--- src/rtl/shift_pack_pkg.sv ---
// Shared widths and the FIFO entry payload for the serial shift/pack path.
package shift_pack_pkg;
   localparam int unsigned DATA_W = 8;
   localparam int unsigned DEPTH  = 4;
   localparam int unsigned CNT_W  = 4;
   localparam int unsigned PTR_W  = $clog2(DEPTH);
   localparam int unsigned LVL_W  = PTR_W + 1;

   typedef struct packed {
      logic [CNT_W-1:0]  nbits;
      logic [DATA_W-1:0] data;
   } entry_t;
endpackage

--- src/rtl/sync_fifo.sv ---
// Small synchronous FIFO with a registered head entry; the head holds its last value when empty.
module sync_fifo #(
   parameter type         entry_t = logic [7:0],
   parameter int unsigned DEPTH   = 4
) (
   input  logic                   clk,
   input  logic                   rst,
   input  logic                   push,
   input  logic                   pop,
   input  entry_t                 din,
   output entry_t                 dout,
   output logic                   full,
   output logic                   empty,
   output logic [$clog2(DEPTH):0] level
);
   localparam int unsigned PTR_W = $clog2(DEPTH);
   localparam int unsigned LVL_W = PTR_W + 1;

   entry_t             mem [DEPTH];
   logic [PTR_W-1:0]   rptr;
   logic [PTR_W-1:0]   wptr;
   logic [PTR_W-1:0]   rptr_n;
   logic [LVL_W-1:0]   level_n;
   logic               pop_ok;
   logic               push_ok;
   entry_t             head_n;

   assign empty = (level == '0);
   assign full  = (level == LVL_W'(DEPTH));

   // A push into the slot that becomes the head bypasses storage.
   always_comb begin
      pop_ok  = pop & ~empty;
      push_ok = push & (~full | pop_ok);
      rptr_n  = rptr + PTR_W'(pop_ok);
      level_n = level + LVL_W'(push_ok) - LVL_W'(pop_ok);
      head_n  = dout;
      if (level_n != '0) begin
         head_n = (push_ok && (wptr == rptr_n)) ? din : mem[rptr_n];
      end
   end

   always_ff @(posedge clk or posedge rst) begin
      if (rst) begin
         rptr  <= '0;
         wptr  <= '0;
         level <= '0;
         dout  <= '0;
      end else begin
         rptr  <= rptr_n;
         level <= level_n;
         dout  <= head_n;
         if (push_ok) begin
            wptr <= wptr + PTR_W'(1);
         end
      end
   end

   always_ff @(posedge clk) begin
      if (push_ok) begin
         mem[wptr] <= din;
      end
   end
endmodule

--- src/rtl/shift_pack_fifo.sv ---
// Assembles MSB-first serial bits into words and queues {word, bit count} for a valid/ready consumer.
module shift_pack_fifo
   import shift_pack_pkg::*;
(
   input  logic             clk,
   input  logic             rst,
   input  logic             shift,
   input  logic             wr,
   input  logic             sin,
   input  logic             out_ready,
   input  logic             clr_ovf,
   output logic             out_valid,
   output logic [DATA_W-1:0] out_data,
   output logic [CNT_W-1:0] out_nbits,
   output logic [LVL_W-1:0] level,
   output logic             overflow
);
   logic [DATA_W-1:0] sreg;
   logic [DATA_W-1:0] nword;
   logic [CNT_W-1:0]  nbits;
   logic [CNT_W-1:0]  nnb;
   logic              full;
   logic              empty;
   logic              drop;
   entry_t            din;
   entry_t            dout;

   // Word/count as they would be after this cycle's shift; this is what wr packs.
   always_comb begin
      nword = shift ? {sreg[DATA_W-2:0], sin} : sreg;
      nnb   = nbits;
      if (shift && (nbits != CNT_W'(DATA_W))) begin
         nnb = nbits + CNT_W'(1);
      end
      din.data  = nword;
      din.nbits = nnb;
      drop      = wr & full & ~out_ready;
   end

   always_ff @(posedge clk or posedge rst) begin
      if (rst) begin
         sreg     <= '0;
         nbits    <= '0;
         overflow <= 1'b0;
      end else begin
         if (wr) begin
            sreg  <= '0;
            nbits <= '0;
         end else begin
            sreg  <= nword;
            nbits <= nnb;
         end
         if (drop) begin
            overflow <= 1'b1;
         end else if (clr_ovf) begin
            overflow <= 1'b0;
         end
      end
   end

   sync_fifo #(
      .entry_t (entry_t),
      .DEPTH   (DEPTH)
   ) u_fifo (
      .clk   (clk),
      .rst   (rst),
      .push  (wr),
      .pop   (out_ready),
      .din   (din),
      .dout  (dout),
      .full  (full),
      .empty (empty),
      .level (level)
   );

   assign out_valid = ~empty;
   assign out_data  = dout.data;
   assign out_nbits = dout.nbits;
endmodule
--- config.mk ---
export PLATFORM = sky130hd
export DESIGN_NAME = shift_pack_fifo
export DESIGN_NICKNAME = d
export VERILOG_FILES = /design/src/rtl/shift_pack_pkg.sv /design/src/rtl/sync_fifo.sv /design/src/rtl/shift_pack_fifo.sv
export SDC_FILE = /design/constraint.sdc
export NUM_CORES = 1
export LEC_CHECK = 0
export CAP_MARGIN = 0
export CORE_ASPECT_RATIO = 1.5
export CORE_MARGIN = 2
export CORE_UTILIZATION = 55
export CTS_BUF_LIST = sky130_fd_sc_hd__clkbuf_2 sky130_fd_sc_hd__clkbuf_4 sky130_fd_sc_hd__clkbuf_8
export DETAILED_ROUTE_END_ITERATION = 10
export GPL_TIMING_DRIVEN = 0
export PLACE_DENSITY = 0.84
export SETUP_SLACK_MARGIN = 0.15
export SYNTH_ARGS = -nofsm -noshare
export SYNTH_HDL_FRONTEND = slang
export SYNTH_SLANG_ARGS = --single-unit
--- constraint.sdc ---
create_clock -name clk -period 3.85 [get_ports clk]
set_clock_uncertainty 0.1 [all_clocks]
set_input_delay 0.77 -clock clk [delete_from_list [all_inputs] [get_ports clk]]
set_output_delay 0.77 -clock clk [all_outputs]
set_load 0.01 [all_outputs]
# [Yosys cells after proc, flatten, opt, wreduce, memory -nomap -nowiden]
# Memory sizes are Yosys's and may differ from the RTL's. A register that Yosys moved wholly into a read port is not among the register bits.
# Cells that the tools add are included.
[classes] eq_ne=2 bitwise=8 n_addsub=5 reduce_logical=4 mux=8
[op_table] operator="$mux W8" n=2
[op_table] operator="$mux W4" n=2
[op_table] operator="$add A4 B1 Y4 const B" n=1
[op_table] operator="$and A1 B1 Y1" n=4
[op_table] operator="$mux W1" n=4
[op_table] operator="$ne A4 B4 Y1 const B" n=1
[op_table] operator="$add A3 B1 Y3" n=1
[op_table] operator="$eq A3 B3 Y1 const B" n=1
[op_table] operator="$logic_not A3 Y1" n=1
[op_table] operator="$not A1 Y1" n=3
[op_table] operator="$reduce_bool A3 Y1" n=1
[op_table] operator="$sub A3 B1 Y3" n=1
[op_table] operator="$add A2 B1 Y2" n=1
[op_table] operator="$add A2 B1 Y2 const B" n=1
[op_table] operator="$reduce_bool A2 Y1" n=1
[op_table] operator="$logic_and A1 B1 Y1" n=1
[op_table] operator="$or A1 B1 Y1" n=1
[word_totals] elab_cells=34 ff_bits=20 ram_bits=48 mem_count=1
[memory_table] name="u_fifo.mem" depth=4 width=12 read_ports=1 rd_clocked_by_memory_dff=1 wr=1 line_no="sync_fifo.sv:19" text="entry_t mem [DEPTH];"

# [Depth between registers and ports, before layout]
# Gate-level depths: netlist (run 1).
[logic_depth] word_depth=8 depth_mapped=13 ltp_nobuf=11

# [Hierarchy]
# From an unflattened synthesis (run 1), not the netlist that was laid out.
[unflattened] hier_cells=226 hier_area_um2=3438.3
[modules_own_cells] module="sync_fifo" cells_per_inst=168 area_each_um2=2743.9 n_inst=1
[modules_own_cells] module="shift_pack_fifo" cells_per_inst=58 area_each_um2=694.4 n_inst=1

# [Worst setup path before layout (run 1)]
# OpenSTA, ideal clock, no wires.
[synth_path] path_type="input-to-reg" startpoint="input port out_ready" endpoint="register u_fifo.dout[7] (netlist name)" n_path_buf=3 cell_stages=12 t_arrival_ns=2.963 slack_ns=0.655 cell_sequence="or4b_1 > buf_2 > and2_0 > ha_1 > inv_1 > fa_1 > xor3_1 > or3_1 > clkbuf_2 > buf_6 > nand3_1 > o211ai_1"
[synth_via] elab_chain_cells=6
[synth_lines] item="start: declaration" line_no="shift_pack_fifo.sv:10" text="input logic out_ready,"
[synth_lines] item="$and A1 B1 Y1" line_no="sync_fifo.sv:33" text="pop_ok = pop & ~empty;"
[synth_lines] item="$or A1 B1 Y1" line_no="sync_fifo.sv:34" text="push_ok = push & (~full | pop_ok);"
[synth_lines] item="$and A1 B1 Y1" line_no="sync_fifo.sv:34"
[synth_lines] item="via u_fifo.push_ok" line_no="sync_fifo.sv:25" text="logic push_ok;"
[synth_lines] item="$add A3 B1 Y3" line_no="sync_fifo.sv:36" text="level_n = level + LVL_W'(push_ok) - LVL_W'(pop_ok);"
[synth_lines] item="$sub A3 B1 Y3" line_no="sync_fifo.sv:36"
[synth_lines] item="via u_fifo.level_n[2]" line_no="sync_fifo.sv:23" text="logic [LVL_W-1:0] level_n;"
[synth_lines] item="$reduce_bool A3 Y1" line_no="sync_fifo.sv:38" text="if (level_n != '0) begin"
# The timed path passes the listed nets, and every way through them passes these cells.
# A chain may end at the register's enable or synchronous reset.

# [Worst setup path after layout (run 1)]
[layout_path] startpoint="input port out_ready" endpoint="register u_fifo.dout[0] (netlist name)"
[layout_via] elab_chain_cells=6
[layout_lines] item="$and A1 B1 Y1" line_no="sync_fifo.sv:33"
[layout_lines] item="$or A1 B1 Y1" line_no="sync_fifo.sv:34"
[layout_lines] item="$and A1 B1 Y1" line_no="sync_fifo.sv:34"
[layout_lines] item="via u_fifo.push_ok" line_no="sync_fifo.sv:25"
[layout_lines] item="$add A3 B1 Y3" line_no="sync_fifo.sv:36"
[layout_lines] item="$sub A3 B1 Y3" line_no="sync_fifo.sv:36"
[layout_lines] item="via u_fifo.level_n[2]" line_no="sync_fifo.sv:23"
[layout_lines] item="$reduce_bool A3 Y1" line_no="sync_fifo.sv:38"
# The timed path passes the listed nets, and every way through them passes these cells.

==> flow_metrics.env, run 1 <==
export IMPL_clk_pin_slew_ns=0.09
export IMPL_regArea_um2=2242
export IMPL_p_per_area_nw_per_um2=839.4
export IMPL_timing_rr_start="u_fifo.level[1]$_DFF_PP0_"
export IMPL_finalSetupViolCount=0
export IMPL_pin_count=24
export IMPL_cp_required_ns=3.98
export IMPL_clock_sinks=80
export IMPL_drt_iter0_markers=202
export IMPL_n_fill_cell=401
export IMPL_synth_cells=221
export IMPL_multi_input_area_um2=982.2
export IMPL_hold_path_class="reg -> reg"
export IMPL_status="completed"
export IMPL_clk_latency_ns=0.35
export IMPL_post_route_cells_drive_above_1_share=0.1615
export IMPL_cts_made_buffers=9
export IMPL_syn_to_final_growth_pct=16.26
export IMPL_synth_area_um2=3362
export IMPL_synth_seq_area_share=0.6669
export IMPL_rsz0062_at_grt="false"
export IMPL_cts_setup_buffers=0
export IMPL_synth_async_reset_ratio=0.4000
export IMPL_whs_path_depth=2
export IMPL_grt_pass1_wl_mm=9.377
export IMPL_synth_fp_nets=238
export IMPL_peakVddDrop_v=0.0003443
export IMPL_min_period_over_period=0.9144
export IMPL_design_die_area_um2=6767
export IMPL_tightest_slew_ns=0.6391
export IMPL_die_w_um=67.84
export IMPL_antenna_found_initial=0
export IMPL_synthFlopType="edfxtp_1"
export IMPL_vias_per_cell=5.678
export IMPL_routed_wl_mm=6.011
export IMPL_grt_pass1_vias=1962
export IMPL_slew_violations=0
export IMPL_slew_headroom=0.5739
export IMPL_max_freq_ghz=0.2841
export IMPL_start_util=0.5727
export IMPL_gr_total_overflow=0
export IMPL_antenna_left=0
export IMPL_first_pass_iters=4
export IMPL_wl_per_cell_um=18.11
export IMPL_final_common_cell="edfxtp_1"
export IMPL_finalCriticalPeriod_ns=3.520
export IMPL_cts_hold_buffers=0
export IMPL_syn_avg_cell_area_um2=15.21
export IMPL_synthDistinctLibCells=35
export IMPL_via_count=1885
export IMPL_drc_errors=0
export IMPL_place_congestion=0.7626
export IMPL_critical_path_arrival_ns=3.65
export IMPL_synth_seq_cells=80
export IMPL_start_kind="input port"
export IMPL_n_antenna_cell=0
export IMPL_crit_type="in -> reg"
export IMPL_drv_cap=0
export IMPL_ctsResizeCount=0
export IMPL_report_final_hold_viol_count=0
export IMPL_fin_nets=272
export IMPL_worst_r2r_cell_count=13
export IMPL_final_util=0.6658
export IMPL_grt_max_degree=33
export IMPL_dieHeight_um=99.76
export IMPL_rows=34
export IMPL_coreArea_um2=5871
export IMPL_post_dp_hpwl_mm=4.293
export IMPL_final_cell_mix="edfxtp_1, dfrtp_1, inv_1, clkdlybuf4s50_1, nor2_1"
export IMPL_io_buffers=22
export IMPL_cts_path_max_buffers=2
export IMPL_cts_root_buf="clkbuf_8"
export IMPL_yosysWarnings=0
export IMPL_min_from="u_fifo.dout[7]$_DFFE_PP0P_"
export IMPL_critPathCaptureType="flip-flop"
export IMPL_p_leak_uw=0.001625
export IMPL_worstPathMaxFanout=10
export IMPL_tns_ns=0
export IMPL_cts_tree="yes"
export IMPL_cts_htree_levels=3
export IMPL_synth_edff_count=48
export IMPL_track_usage=0.1959
export IMPL_cp_startpoint="out_ready"
-- where the power goes --
| group | leakage (uW) | switching, uW | internal (uW) | total, uW |
|---|---|---|---|---|
| Combinational | 0.000667 | 711 | 699 | 1410 |
| Clock | 0.000103 | 301 | 320 | 621 |
| Sequential | 0.000855 | 101 | 1150 | 1250 |
| Total | 0.00162 | 1110 | 2170 | 3280 |
-- area by class of cell --
class	count	share of cell area
Sequential cell	80	0.5736
Multi-Input combinational cell	109	0.2513
Timing Repair Buffer	23	0.06338
Clock buffer	10	0.03521
Tap cell	72	0.02305
Inverter	22	0.02113
Clock inverter	6	0.01697
Buffer	10	0.01536
-- registers in the layout, indices dropped and copies added (netlist names) --
| name | count |
|---|---|
| u_fifo.rptr | 2 |
| sreg | 8 |
| u_fifo.level | 3 |
| overflow | 1 |
| u_fifo.wptr | 2 |
| u_fifo.mem | 48 |
| u_fifo.dout | 12 |
| nbits | 4 |
-- metrics by stage --
step           area, um2  power (uW)  setup slack, ns  cells  hold WS (ns)
2_1_floorplan       3362        2239           0.6553    221        0.4002
3_3_place_gp        3672        2592          0.05708    315        0.3867
3_5_place_dp        3672        2665         -0.07534    315        0.3852
4_1_cts             3876        3292           0.2696    331        0.4015
5_1_grt             3909        3476           0.1758    332        0.4409
6_report            3909        3281           0.3296    332        0.3995
-- cells by family (layout without fill, tap and decap cells) --
| logic type | count (synthesis) | count (layout) | synth area share |
|---|---|---|---|
| XOR/XNOR | 7 | 7 | 0.02679 |
| AO/OA/AOI/OAI | 16 | 16 | 0.03535 |
| buffers and inverters | 32 | 71 | 0.04242 |
| adder cells (fa/ha/maj) | 10 | 10 | 0.03945 |
| AND/OR/NAND/NOR | 55 | 55 | 0.08188 |
| flip-flops | 80 | 80 | 0.6669 |
| multiplexers | 21 | 21 | 0.1072 |
-- path summary, 6_finish.rpt --
| kind | endpoint | slack, ns |
|---|---|---|
| min reg2reg | u_fifo.dout[7]$_DFFE_PP0P_ | 0.40 |
| max | u_fifo.dout[0]$_DFFE_PP0P_ | 0.33 |
| min in group asynchronous | u_fifo.dout[1]$_DFFE_PP0P_ | 0.61 |
| max in group asynchronous | u_fifo.wptr[0]$_DFFE_PP0P_ | 2.57 |
| min | u_fifo.dout[7]$_DFFE_PP0P_ | 0.40 |
| max reg2reg | u_fifo.dout[0]$_DFFE_PP0P_ | 0.65 |
-- Yosys cell counts, drive strengths merged (2+ instances only) --
| cell type | n | area, um2 |
|---|---|---|
| edfxtp | 48 | 1441 |
| dfrtp | 32 | 800.8 |
| inv | 22 | 82.58 |
| nand2 | 14 | 55.06 |
| nor2 | 14 | 52.55 |
| mux4 | 12 | 270.3 |
| nand3 | 10 | 50.05 |
| o211ai | 10 | 75.07 |
| ha | 9 | 112.6 |
| mux2i | 9 | 90.09 |
| buf | 7 | 47.54 |
| and3 | 4 | 25.02 |
| xnor2 | 4 | 35.03 |
| and2 | 3 | 18.77 |
| clkbuf | 3 | 12.51 |
| nor3 | 3 | 20.02 |
| nand4 | 2 | 12.51 |
| o21ai | 2 | 10.01 |
| or3 | 2 | 12.51 |
-- per-layer routing --
| metal | up-vias | wire (um) | global-route usage | share of wire |
|---|---|---|---|---|
| li1 | 865 | - | - | - |
| met1 | 960 | 2423 | 0.2430 | 0.40 |
| met2 | 54 | 3269 | 0.3160 | 0.54 |
| met3 | 6 | 242 | 0.04525 | 0.040 |
| met4 | 0 | 75 | 0.1015 | 0.012 |
| met5 | - | 0 | 0 | 0 |
-- worst max-delay path, stage by stage --
cell             delay, ns
clkdlybuf4s50_1       0.41
or4b_1                0.45
buf_2                 0.17
and2_0                0.23
ha_1                  0.24
inv_1                 0.07
fa_1                  0.17
xor3_1                0.27
or3_1                 0.32
clkbuf_2              0.16
buf_6                 0.16
nand3_1               0.08
o211ai_1              0.12
(Power assumes the default switching activity.)
==> inputs of run 2 (changes only) <==
- ABC_AREA: default -> 1
==> run 2 against run 1 <==
  * Setup slack improved by 0.15 ns
  * Utilization shrank 1.7 points
  * Die area rose by 7.5%
  * Combinational power up 23%
  * Wire length up 33%
  * Largest cell class unchanged
==> flow_metrics.env, run 2 <==
export IMPL_syn_to_final_growth_pct=15.25
export IMPL_critPathCaptureType="flip-flop"
export IMPL_cts_made_buffers=9
export IMPL_cp_num_buf_inv=5
export IMPL_synth_edff_count=48
export IMPL_finalCriticalPeriod_ns=3.370
export IMPL_top_regs="u_fifo.mem x48, u_fifo.dout x12, sreg x8"
export IMPL_crit_type="in -> reg"
export IMPL_antenna_left=0
export IMPL_via_count=2735
export IMPL_slew_headroom=0.1926
export IMPL_final_common_cell="nand2_1"
export IMPL_post_dp_hpwl_mm=5.436
export IMPL_synth_top_area_frac=0.3975
export IMPL_cpPeakStageDelay_ns=0.48
export IMPL_worstPathMaxFanout=10
export IMPL_slew_violations=0
export IMPL_synth_seq_area_share=0.6184
export IMPL_synth_area_um2=3626
export IMPL_worst_r2r_cell_count=13
export IMPL_min_period_over_period=0.8753
export IMPL_path_depth=13
export IMPL_design_die_area_um2=7272
export IMPL_final_cell_mix="nand2_1, nor2_1, edfxtp_1"
export IMPL_p_per_area_nw_per_um2=867.3
export IMPL_synth_cells=375
export IMPL_synth_async_reset_ratio=0.4000
export IMPL_syn_avg_cell_area_um2=9.669
export IMPL_rows=36
export IMPL_cts_hold_buffers=0
export IMPL_cts_root_buf="clkbuf_8"
export IMPL_coreArea_um2=6441
export IMPL_yosysTopAreaCell="edfxtp_1"
export IMPL_post_place_ws_ns=0.2599
export IMPL_synthDistinctLibCells=24
export IMPL_whs_path_depth=2
export IMPL_place_congestion=0.8177
export IMPL_tns_ns=0
export IMPL_p_leak_uw=0.001834
export IMPL_yosys_top_cells_area="edfxtp_1, dfrtp_1, nand2_1"
export IMPL_max_freq_ghz=0.2967
export IMPL_tightest_slew_ns=1.207
export IMPL_worstPathCellList="clkdlybuf4s50_1 > a21boi_0 > ha_1 > inv_1 > ha_1 > inv_1 > fa_1 > inv_1 > nor2_1 > nand3_1 > buf_2 > nand3_1 > nand2_1"
export IMPL_finalSetupViolCount=0
export IMPL_cpLargestDelayFamily="adder cells"
export IMPL_pin_count=24
export IMPL_dieHeight_um=103.4
export IMPL_grt_max_degree=33
export IMPL_cts_htree_levels=3
export IMPL_routed_wl_mm=8.019
export IMPL_rsz0062_at_grt="false"
export IMPL_drc_errors=0
export IMPL_clk_latency_ns=0.36
export IMPL_finalWorstSetupSlack_ns=0.4800
export IMPL_gr_total_overflow=0
export IMPL_n_antenna_cell=0
export IMPL_cp_common_cell="inv_1"
export IMPL_hold_path_class="reg -> reg"
export IMPL_ctsResizeCount=0
export IMPL_cts_setup_buffers=0
export IMPL_synth_fp_nets=392
export IMPL_drv_cap=0
export IMPL_largest_reg_flops=48
export IMPL_die_w_um=70.30
export IMPL_grt_pass1_wl_mm=12.21
export IMPL_start_kind="input port"
export IMPL_synthFlopType="edfxtp_1"
export IMPL_synth_common_cells="nand2_1, nor2_1, edfxtp_1"
export IMPL_io_buffers=23
export IMPL_clk_pin_slew_ns=0.08
export IMPL_fin_nets=427
export IMPL_drt_iter0_markers=201
export IMPL_critical_path_arrival_ns=3.52
export IMPL_clock_sinks=80
export IMPL_vias_per_cell=5.570
export IMPL_post_route_cells_drive_above_1_share=0.09639
export IMPL_slowest_stage="clkdlybuf4s50_1"
export IMPL_synth_seq_cells=80
export IMPL_cts_path_max_buffers=2
export IMPL_wl_per_cell_um=16.33
export IMPL_start_util=0.5629
export IMPL_antenna_found_initial=0
export IMPL_max_flop_register="u_fifo.mem"
export IMPL_cts_tree="yes"
export IMPL_n_fill_cell=494
export IMPL_track_usage=0.2282
export IMPL_cp_required_ns=4.00
export IMPL_yosysWarnings=0
export IMPL_synth_most_common_cell="nand2_1"
export IMPL_grt_pass1_vias=2621
export IMPL_first_pass_iters=5
export IMPL_report_final_hold_viol_count=0
export IMPL_peakVddDrop_v=0.0006443
export IMPL_status="completed"
run 2: changes by cell type after synthesis, sizes merged, moves of 9 or more:
cell	previous run	this run
mux4	12	0
nand2	14	70
mux2i	9	0
o21ai	2	47
nor2	14	69
nand3	10	34
inv	22	42
o211ai	10	0
run 2: cells by family after synthesis:
group	after synthesis	share of synthesized area
XOR/XNOR	1	0.002416
adder cells (fa/ha/maj)	10	0.03658
AO/OA/AOI/OAI	49	0.06902
AND/OR/NAND/NOR	176	0.2022
buffers and inverters	59	0.07143
flip-flops	80	0.6184
run 2: worst register-to-register path: cells and delay by family, from the launching register on:
kind                       cells  cell delay (ns)
DFF                            1             0.44
adders and majority gates      3             0.91
and+or+nand+nor                5             0.90
AOI/OAI and AO/OA              1             0.19
buffers and inverters          4             0.40
run 2: through the flow:
step	cells	hold slack, ns	util	cell area, um2	total power, uW
detailed placement	474	0.3981	0.6134	3951	2988
global route	491	0.4465	0.6488	4179	3913
global placement	474	0.3969	0.6134	3951	2926
CTS	490	0.4184	0.6445	4151	3611
floorplan	375	0.3891	-	3626	2391
finish	491	0.4166	0.6488	4179	3625
run 2: power breakdown:
group	switching [uW]	leakage [uW]	internal [uW]	total, uW
logic	1120	0.000908	624	1740
clock network	310	0.0000886	308	619
registers	103	0.000837	1160	1260
total	1530	0.00183	2090	3620
run 2: path summary, 6_finish.rpt:
path | start | to | slack (ns)
worst max register to register | u_fifo.level[1]$_DFF_PP0_ | u_fifo.dout[9]$_DFFE_PP0P_ | 0.80
max in group asynchronous | rst | sreg[0]$_DFF_PP0_ | 2.62
min in group asynchronous | rst | u_fifo.dout[5]$_DFFE_PP0P_ | 0.58
worst min-delay path | u_fifo.dout[7]$_DFFE_PP0P_ | u_fifo.dout[7]$_DFFE_PP0P_ | 0.42
worst max-delay path | out_ready | u_fifo.dout[9]$_DFFE_PP0P_ | 0.48
worst min register to register | u_fifo.dout[7]$_DFFE_PP0P_ | u_fifo.dout[7]$_DFFE_PP0P_ | 0.42
run 2: layer usage:
metal	vias up	wire length [um]	GRT usage
met4	0	316	0.1257
met3	24	369	0.04748
met5	-	0	0
li1	1298	-	-
met2	94	4356	0.4224
met1	1319	2977	0.2419
run 2: cell type report:
cell class / count / area [um2] / area share
tap: 76 / 95.09 / 0.02275
multi-input combinational: 236 / 1125 / 0.2692
sequential: 80 / 2242 / 0.5365
buffer: 16 / 92.59 / 0.02216
timing repair buffer: 24 / 257.7 / 0.06168
clock buffer: 10 / 131.4 / 0.03144
inverter: 43 / 166.4 / 0.03982
clock inverter: 6 / 68.82 / 0.01647
